## src/rtl/tx_unit.sv

```systemverilog
// tx_unit: UART-style serial transmitter.
//
// Frame: start bit (0), data_in[0]..data_in[7] LSB first, optional parity bit, stop bit (1).
// Each bit lasts DIV = round(CLK_FREQ / baud) clock cycles.
//
// Ports
//   clock        in   system clock, rising edge
//   reset        in   synchronous, active-high reset
//   send         in   transmit request, honoured only while idle
//   data_in[7:0] in   byte to transmit
//   parity_type  in   00 none, 01 odd, 10 even, 11 none
//   baud_rate    in   00 2400, 01 4800, 10 9600, 11 19200
//   data_tx      out  serial line, idle high (registered)
//   active_flag  out  high while a frame is on the line (registered)
//   done_flag    out  one-cycle pulse in the first idle cycle after a frame (registered)
module tx_unit #(
  parameter int unsigned CLK_FREQ = 50_000_000
) (
  input  logic       clock,
  input  logic       reset,
  input  logic       send,
  input  logic [7:0] data_in,
  input  logic [1:0] parity_type,
  input  logic [1:0] baud_rate,
  output logic       data_tx,
  output logic       active_flag,
  output logic       done_flag
);

  // Rounded bit periods for each baud selection.
  localparam int unsigned Div2400  = (CLK_FREQ + 1200) / 2400;
  localparam int unsigned Div4800  = (CLK_FREQ + 2400) / 4800;
  localparam int unsigned Div9600  = (CLK_FREQ + 4800) / 9600;
  localparam int unsigned Div19200 = (CLK_FREQ + 9600) / 19200;

  // Counter holds 0..DIV-1 of the slowest rate; never narrower than 15 bits.
  localparam int unsigned CntW = ($clog2(Div2400) > 15) ? $clog2(Div2400) : 15;

  typedef enum logic [2:0] {
    StIdle,
    StStart,
    StData,
    StParity,
    StStop
  } state_e;

  state_e          r_state;
  logic [CntW-1:0] r_cnt;
  logic [2:0]      r_idx;
  logic [7:0]      r_data;
  logic [1:0]      r_parity_type;
  logic [1:0]      r_baud;
  logic            r_tx;
  logic            r_active;
  logic            r_done;

  logic [CntW-1:0] w_div;
  logic            w_bit_end;
  logic            w_parity_en;
  logic            w_parity_bit;
  logic [2:0]      w_next_idx;

  always_comb begin
    w_div = CntW'(Div2400);
    case (r_baud)
      2'b00:   w_div = CntW'(Div2400);
      2'b01:   w_div = CntW'(Div4800);
      2'b10:   w_div = CntW'(Div9600);
      default: w_div = CntW'(Div19200);
    endcase
  end

  assign w_bit_end    = (r_cnt == (w_div - CntW'(1)));
  assign w_parity_en  = (r_parity_type == 2'b01) || (r_parity_type == 2'b10);
  // Odd: make total ones odd; even: make total ones even.
  assign w_parity_bit = (r_parity_type == 2'b01) ? ~(^r_data) : (^r_data);
  assign w_next_idx   = r_idx + 3'd1;

  always_ff @(posedge clock) begin
    if (reset) begin
      r_state       <= StIdle;
      r_cnt         <= '0;
      r_idx         <= '0;
      r_data        <= '0;
      r_parity_type <= '0;
      r_baud        <= '0;
      r_tx          <= 1'b1;
      r_active      <= 1'b0;
      r_done        <= 1'b0;
    end else begin
      r_done <= 1'b0;
      case (r_state)
        StIdle: begin
          // The done cycle is an idle cycle, so back-to-back frames need no gap.
          if (send) begin
            r_data        <= data_in;
            r_parity_type <= parity_type;
            r_baud        <= baud_rate;
            r_state       <= StStart;
            r_cnt         <= '0;
            r_idx         <= '0;
            r_tx          <= 1'b0;
            r_active      <= 1'b1;
          end
        end
        StStart: begin
          if (w_bit_end) begin
            r_state <= StData;
            r_cnt   <= '0;
            r_idx   <= '0;
            r_tx    <= r_data[0];
          end else begin
            r_cnt <= r_cnt + CntW'(1);
          end
        end
        StData: begin
          if (w_bit_end) begin
            r_cnt <= '0;
            if (r_idx == 3'd7) begin
              r_idx <= '0;
              if (w_parity_en) begin
                r_state <= StParity;
                r_tx    <= w_parity_bit;
              end else begin
                r_state <= StStop;
                r_tx    <= 1'b1;
              end
            end else begin
              r_idx <= w_next_idx;
              r_tx  <= r_data[w_next_idx];
            end
          end else begin
            r_cnt <= r_cnt + CntW'(1);
          end
        end
        StParity: begin
          if (w_bit_end) begin
            r_state <= StStop;
            r_cnt   <= '0;
            r_idx   <= '0;
            r_tx    <= 1'b1;
          end else begin
            r_cnt <= r_cnt + CntW'(1);
          end
        end
        StStop: begin
          if (w_bit_end) begin
            r_state  <= StIdle;
            r_cnt    <= '0;
            r_idx    <= '0;
            r_tx     <= 1'b1;
            r_active <= 1'b0;
            r_done   <= 1'b1;
          end else begin
            r_cnt <= r_cnt + CntW'(1);
          end
        end
        default: begin
          r_state  <= StIdle;
          r_cnt    <= '0;
          r_idx    <= '0;
          r_tx     <= 1'b1;
          r_active <= 1'b0;
        end
      endcase
    end
  end

  assign data_tx     = r_tx;
  assign active_flag = r_active;
  assign done_flag   = r_done;

endmodule
```

## config.mk

```make
export PLATFORM = sky130hd
export DESIGN_NAME = tx_unit
export DESIGN_NICKNAME = d
export VERILOG_FILES = /design/src/rtl/tx_unit.sv
export SDC_FILE = /design/constraint.sdc
export NUM_CORES = 1
export LEC_CHECK = 0
export ABC_AREA = 1
export BUFFER_PORTS_ARGS = -buffer_cell sky130_fd_sc_hd__buf_2
export CAP_MARGIN = 30
export CORE_MARGIN = 2
export CORE_UTILIZATION = 35
export DETAILED_ROUTE_END_ITERATION = 10
export GPL_TIMING_DRIVEN = 0
export PLACE_DENSITY = 0.57
export SKIP_CTS_REPAIR_TIMING = 1
export SLEW_MARGIN = 0
export SYNTH_ARGS = -nofsm -noshare
export SYNTH_HDL_FRONTEND = slang
export SYNTH_SLANG_ARGS = --single-unit
export TNS_END_PERCENT = 100
```

## constraint.sdc

```tcl
create_clock -name clock -period 3.7 [get_ports clock]
set_clock_uncertainty 0.15 [all_clocks]
set_input_delay 0.185 -clock clock [delete_from_list [all_inputs] [get_ports clock]]
set_output_delay 0.185 -clock clock [all_outputs]
set_load 0.01 [all_outputs]
```

==> impl_results.md, run 1 <==
- Mapped Area: 0.00218 mm2
- Core Footprint: 0.00599 mm2
- Required @ worst endpoint: 3.74 ns
- Setup ws final: 1.48 ns
- Peak supply drop: 0.000420 V
- Worst Hold End: r_data[1]
- Initial core utilization: 36.4%
- Via Count: 2005
- Achievable Freq: 451 MHz
- Leak Pwr: 1.10 nW
- Syn_nets: 351
- Status: finished clean
- TritonRoute pass-1 iters: 4
- Tcrit/Tclk final: 60.0%
- # setup viols final: 0
- Post-synth top area cell: dfxtp_1
- Final setup TNS: 0 ns
- Startpoint Class: flop
- Tot GR Track Use: 14.8%
- Slew @ Worst Pin: 0.529 ns
- Synth Instances: 327
- Dpl ws: 1.49 ns
- Worst reg2reg setup slack: 1.48 ns
- Pwr Total: 1.88 mW
- Area grow syn2layout: 15.5%
- Clock buffer depth: 2
- # diodes: 0
- Reg-to-Reg Start: r_baud[0]
- Netlist cell types: 32
- Final slew viol count: 0
- Worst-Skew Late Latency: 0.29 ns
- Synth top area cells: dfxtp_1 (33%), nand2_1 (14%), inv_1 (7.6%)
- Min Tclk post-route: 2.22 ns
- Post-synthesis sequential area ratio: 33.0%
- Final hold viol count: 0
- Hold Path Class: input pin to flop
- Crit path launch: r_baud[0]
- Die area: 0.00689 mm2
- Port bufs: 17
- WL final: 4840 um
- Root cell of the clock tree: clkbuf_8
- Clock slew at reported path FFs: 0.08 ns
- Horiz. Die Dim: 83.0 um
- Initial antenna violation count: 0
- NumNets Final: 375
- PwrDens: 744 mW/mm2
- Crit Reg-Reg Endpoint: r_cnt[9]
- Fraction of layout cells with a size suffix above 1: 15.6%
- First-pass GRT wire length: 8420 um
- Worst EP arrival: 2.26 ns
- Clock sink count: 36
- Yosys warns: 0
- Reg2reg path depth: 14
- Slew headroom: 64.8%
- Max-cap violations: 0
- Vias in the first global route: 1971
- Hold Crit Start: data_in[1]
- DP HPWL: 3720 um
- Cells on Worst Hold Path: 3
- WL/cell: 11.3 um
- Largest net degree at the start of global routing: 13
- Vias/cell: 4.70
- GP Congestion: 0.830
- Critical path fanouts, max: 10
- Die H: 83.0 um
- CTS tree: done
- Post-synth top area share: 33.0%
- Antenna Nets Post-Route: 0
- Row cnt: 28
- RSZ-0062 raised after global routing: false
- IO Pins: 18
- Number of buffers created by CTS: 5
- Depth of the CTS H-tree: 2
- Synth Area per Inst: 6.68 um2
- DR DRC count: 0
- CP Capture Type: flop
- Setup CP Type: flop to flop
- Fillers: 653
- Synth Register Bits: 36
- Global route total overflow: 0
- Drt initial violations: 94
## synth_stat cells
library cell and number:
a21oi_1 20, a21oi_2 3, a31oi_1 2, and2_1 1, buf_12 1, buf_2 1
clkbuf_1 2, dfxtp_1 36, ha_1 9, inv_1 44, inv_2 3, inv_6 1
nand2_1 82, nand2_2 4, nand2_4 1, nand2_8 1, nand3_1 25, nand3b_1 1
nand4_1 2, nor2_1 35, nor2_2 11, nor2_4 2, nor2_8 1, nor3_1 4
nor3b_1 1, nor4_1 3, o21a_1 1, o21ai_0 20, o21ai_1 1, or2_2 1
xnor2_1 4, xor2_1 4
## per-layer routing
metal  track usage (%)  vias up  wire length, um  part of all wire (%)
met5                 0        -                0                     0
met4              4.47        0               58                   1.2
met3              3.18        7              133                   2.8
met2              27.1       22             2360                    49
met1              17.3      891             2290                    47
li1                  -     1085                -                     -
## cells by family after synthesis
| group | count (synthesis) | synth area share, % |
|---|---|---|
| flip-flops | 36 | 33.0 |
| AO/OA/AOI/OAI | 47 | 11.5 |
| AND/OR/NAND/NOR | 175 | 37.1 |
| adder cells (fa/ha/maj) | 9 | 5.16 |
| XOR/XNOR | 8 | 3.21 |
| buffers and inverters | 52 | 9.97 |
## per-stage QoR
step | util [%] | cell area, um2 | hold slack (ns) | instances
2_1_floorplan | - | 2180 | 0.104 | 327
3_3_place_gp | 39.4 | 2360 | 0.305 | 419
3_5_place_dp | 39.4 | 2360 | 0.306 | 419
4_1_cts | 42.1 | 2520 | -0.00338 | 427
5_1_grt | 42.1 | 2520 | 0.0153 | 427
6_report | 42.1 | 2520 | 0.00673 | 427
## report_power, final
part	switching, mW	internal, mW	leakage [nW]	total (mW)
registers	0.0609	0.459	0.294	0.520
logic	0.564	0.304	0.732	0.868
clock network	0.151	0.337	0.0784	0.488
total	0.775	1.10	1.10	1.88
## state kept, by name (all words and copies together), names as in the netlist
| register | flops |
|---|---|
| r_state | 3 |
| r_idx | 3 |
| done_flag | 1 |
| data_tx | 1 |
| r_baud | 2 |
| r_parity_type | 2 |
| active_flag | 1 |
| r_cnt | 15 |
| r_data | 8 |
## worst max-delay path by stage
stage                     depth (start not counted)         end  slack, ns
after global routing                             13  r_state[1]       1.34
after floorplan                                  13   r_cnt[14]       1.80
final                                            14    r_cnt[9]       1.48
after CTS                                        14    r_cnt[9]       1.46
after detailed placement                         14    r_cnt[9]       1.49
after global placement                           14   r_cnt[13]       1.52
## placed cells by master (no fill, tap or decap), drive strengths merged
| master | n |
|---|---|
| a31oi | 2 |
| ha | 9 |
| and2 | 1 |
| dfxtp | 36 |
| clkbuf | 7 |
| nand4 | 2 |
| nor2 | 49 |
| xor2 | 4 |
| or2 | 1 |
| nand3b | 1 |
| nor3 | 4 |
| nor4 | 3 |
| o21ai | 21 |
| inv | 48 |
| o21a | 1 |
| bufinv | 3 |
| xnor2 | 4 |
| nor3b | 1 |
| a21oi | 23 |
| nand2 | 88 |
| buf | 19 |
| nand3 | 25 |
## worst max-delay path, stage by stage, from the launching register on
cell and delay, ns:
dfxtp_1 0.44, inv_1 0.17, ha_1 0.34, inv_1 0.04, nand2_1 0.05, nand2_1 0.04, nor2_1 0.09, nand2_1 0.06
nor2_1 0.10, nand2_2 0.11, nand2_2 0.12, nand2_4 0.10, nand2_8 0.10, buf_12 0.15, nor2_2 0.04
## area by class of cell
| type | instances | area (um2) | area share, % |
|---|---|---|---|
| Timing Repair Buffer | 17 | 85.1 | 3.37 |
| Clock inverter | 3 | 90.1 | 3.57 |
| Multi-Input combinational cell | 239 | 1240 | 49.4 |
| Tap cell | 75 | 93.8 | 3.72 |
| Buffer | 4 | 32.5 | 1.29 |
| Sequential cell | 36 | 721 | 28.6 |
| Clock buffer | 5 | 68.8 | 2.73 |
| Inverter | 48 | 185 | 7.34 |
Note: power is estimated with default switching activity, not from simulation.
==> run 2: changes to the inputs <==
==> constraint.sdc (replaced) <==
create_clock -name clock -period 2.3 [get_ports clock]
set_clock_uncertainty 0.15 [all_clocks]
set_input_delay 0.115 -clock clock [delete_from_list [all_inputs] [get_ports clock]]
set_output_delay 0.115 -clock clock [all_outputs]
set_load 0.01 [all_outputs]
==> impl_results.md, run 2 (synthesized netlist as in run 1, its figures left out) <==
- Tcrit/Tclk final: 92.8% (was 60.0%)
- Initial antenna violation count: 0 (unchanged)
- Footprint of the multi-input gates: 0.00125 mm2 (was 0.00124 mm2)
- Die area: 0.00689 mm2 (unchanged)
- Row cnt: 28 (unchanged)
- Vias/cell: 4.74 (was 4.70)
- Root cell of the clock tree: clkbuf_8 (unchanged)
- Drt initial violations: 87 (was 94)
- Leak Pwr: 1.16 nW (was 1.10 nW)
- Crit path top cell by count: nand2_1 (unchanged)
- Global route total overflow: 0 (unchanged)
- Largest registers: r_cnt x15, r_data x8 (unchanged)
- Max FFs per register: 15 (unchanged)
- WL/cell: 11.3 um (about the same)
- Largest net degree at the start of global routing: 13 (unchanged)
- Finished Core Util: 44.2% (was 42.1%)
- Final setup TNS: 0 ns (unchanged)
- Biggest register: r_cnt (unchanged)
- Critical path fanouts, max: 10 (unchanged)
- Status: finished with violations (was finished clean)
- Achievable Freq: 468 MHz (was 451 MHz)
- TritonRoute pass-1 iters: 4 (unchanged)
- Required @ worst endpoint: 2.34 ns (was 3.74 ns)
- Slowest Stage Delay on Critical Path: 0.39 ns (was 0.44 ns)
- Port bufs: 17 (unchanged)
- DP HPWL: 3720 um (unchanged)
- Failing checks: negative hold slack
- Max-cap violations: 0 (unchanged)
- Slew @ Worst Pin: 0.535 ns (was 0.529 ns)
- Storage cell area: 722 um2 (was 721 um2)
- Antenna Nets Post-Route: 0 (unchanged)
- Min Tclk post-route: 2.13 ns (was 2.22 ns)
- Clock slew at reported path FFs: 0.08 ns (about the same)
- Reg2reg path depth: 14 (unchanged)
- Crit path launch: r_baud[0] (unchanged)
- Worst-Skew Late Latency: 0.29 ns (about the same)
- Final hold viol count: 4 (was 0)
- Fillers: 646 (was 653)
- DR DRC count: 0 (unchanged)
- Commonest non-fill, non-tap cell in the layout: nand2_1 (unchanged)
- NumNets Final: 387 (was 375)
- Peak supply drop: 0.000685 V (was 0.000420 V)
- Clock buffer depth: 2 (unchanged)
- Slew headroom: 64.4% (was 64.8%)
- Hold Path Class: input pin to flop (unchanged)
- Reg-to-Reg Start: r_baud[0] (unchanged)
- First-pass GRT wire length: 8420 um (unchanged)
- # setup viols final: 0 (unchanged)
- Area grow syn2layout: 21.2% (was 15.5%)
- Setup CP Type: flop to flop (unchanged)
- GP Congestion: 0.830 (unchanged)
- WL final: 4950 um (was 4840 um)
- Fraction of layout cells with a size suffix above 1: 15.7% (was 15.6%)
- RSZ-0062 raised after global routing: false (unchanged)
- Worst-path cell with the longest stage delay: dfxtp_2 (was dfxtp_1)
- IO Pins: 18 (unchanged)
- Horiz. Die Dim: 83.0 um (unchanged)
- Cells on Worst Hold Path: 3 (unchanged)
- Core Footprint: 0.00599 mm2 (unchanged)
- Vias in the first global route: 1971 (unchanged)
- Clock sink count: 36 (unchanged)
- Via Count: 2083 (was 2005)
- Final slew viol count: 0 (unchanged)
- Final hold slack: -0.0443 ns (was 0.00673 ns)
- Startpoint Class: flop (unchanged)
- CTS tree: done (unchanged)
- Commonest non-fill, non-tap cells in the layout: nand2_1 (82), inv_1 (44), nor2_1 (35), dfxtp_1 (35), nand3_1 (25) (was nand2_1 (82), inv_1 (44), dfxtp_1 (36))
- Hold Crit Start: data_in[2] (was data_in[1])
- Die H: 83.0 um (unchanged)
- Number of buffers created by CTS: 5 (unchanged)
- CP Capture Type: flop (unchanged)
- Depth of the CTS H-tree: 2 (unchanged)
- Worst EP arrival: 2.17 ns (was 2.26 ns)
- Tot GR Track Use: 14.8% (unchanged)
- Critical path, cell by cell: inv_1 > ha_1 > inv_1 > nand2_1 > nand2_1 > nor2_1 > nand2_1 > nor2_1 > nand2_2 > nand2_2 > nand2_4 > nand2_8 > buf_12 > nor2_2 (unchanged)
- # diodes: 0 (unchanged)
- Initial core utilization: 36.4% (unchanged)
- PwrDens: 1160 mW/mm2 (was 744 mW/mm2)
-- run 2: critical path, delay by kind of cell, from the launching register on --
family                   cells  cell delay [ns]
buffers and inverters        3             0.32
flip-flops                   1             0.39
AND/OR/NAND/NOR             10             0.81
adder cells (fa/ha/maj)      1             0.33
-- run 2: per-layer routing --
metal | vias to the layer above | GRT usage (%) | routed length, um
li1 | 1105 | - | -
met2 | 27 | 27.1 | 2440
met1 | 944 | 17.3 | 2320
met3 | 7 | 3.18 | 133
met5 | - | 0 | 0
met4 | 0 | 4.47 | 58
-- run 2: cell type report --
class | instances | share of cell area, %
buffer | 4 | 1.23
clock buffer | 5 | 2.60
clock inverter | 3 | 3.40
inverter | 48 | 7.00
multi-input combinational | 239 | 47.2
sequential | 36 | 27.3
tap | 75 | 3.55
timing repair buffer | 29 | 7.75
-- run 2: where the power goes --
| part | switching [mW] | internal, mW | total (mW) |
|---|---|---|---|
| Sequential | 0.0991 | 0.739 | 0.838 |
| Clock | 0.247 | 0.543 | 0.789 |
| Combinational | 0.915 | 0.518 | 1.43 |
-- run 2: through the flow --
step                std cells  cell area [um2]  setup WS (ns)  total power [mW]  hold slack (ns)
finish                    439             2650          0.165              3.06          -0.0443
global route              439             2650         0.0260              3.31          0.00512
CTS                       427             2520         0.0594              3.06          -0.0734
detailed placement        419             2360         0.0883              2.26            0.243
global placement          419             2360          0.116              2.24            0.238
floorplan                 327             2180          0.396              1.96           0.0341
-- run 2: final timing paths --
| kind | slack (ns) | end |
|---|---|---|
| setup / recovery | 0.17 | r_cnt[9] |
| hold / removal | -0.04 | r_data[2] |
| setup reg to reg | 0.17 | r_cnt[9] |
| hold reg to reg | 0.31 | active_flag |
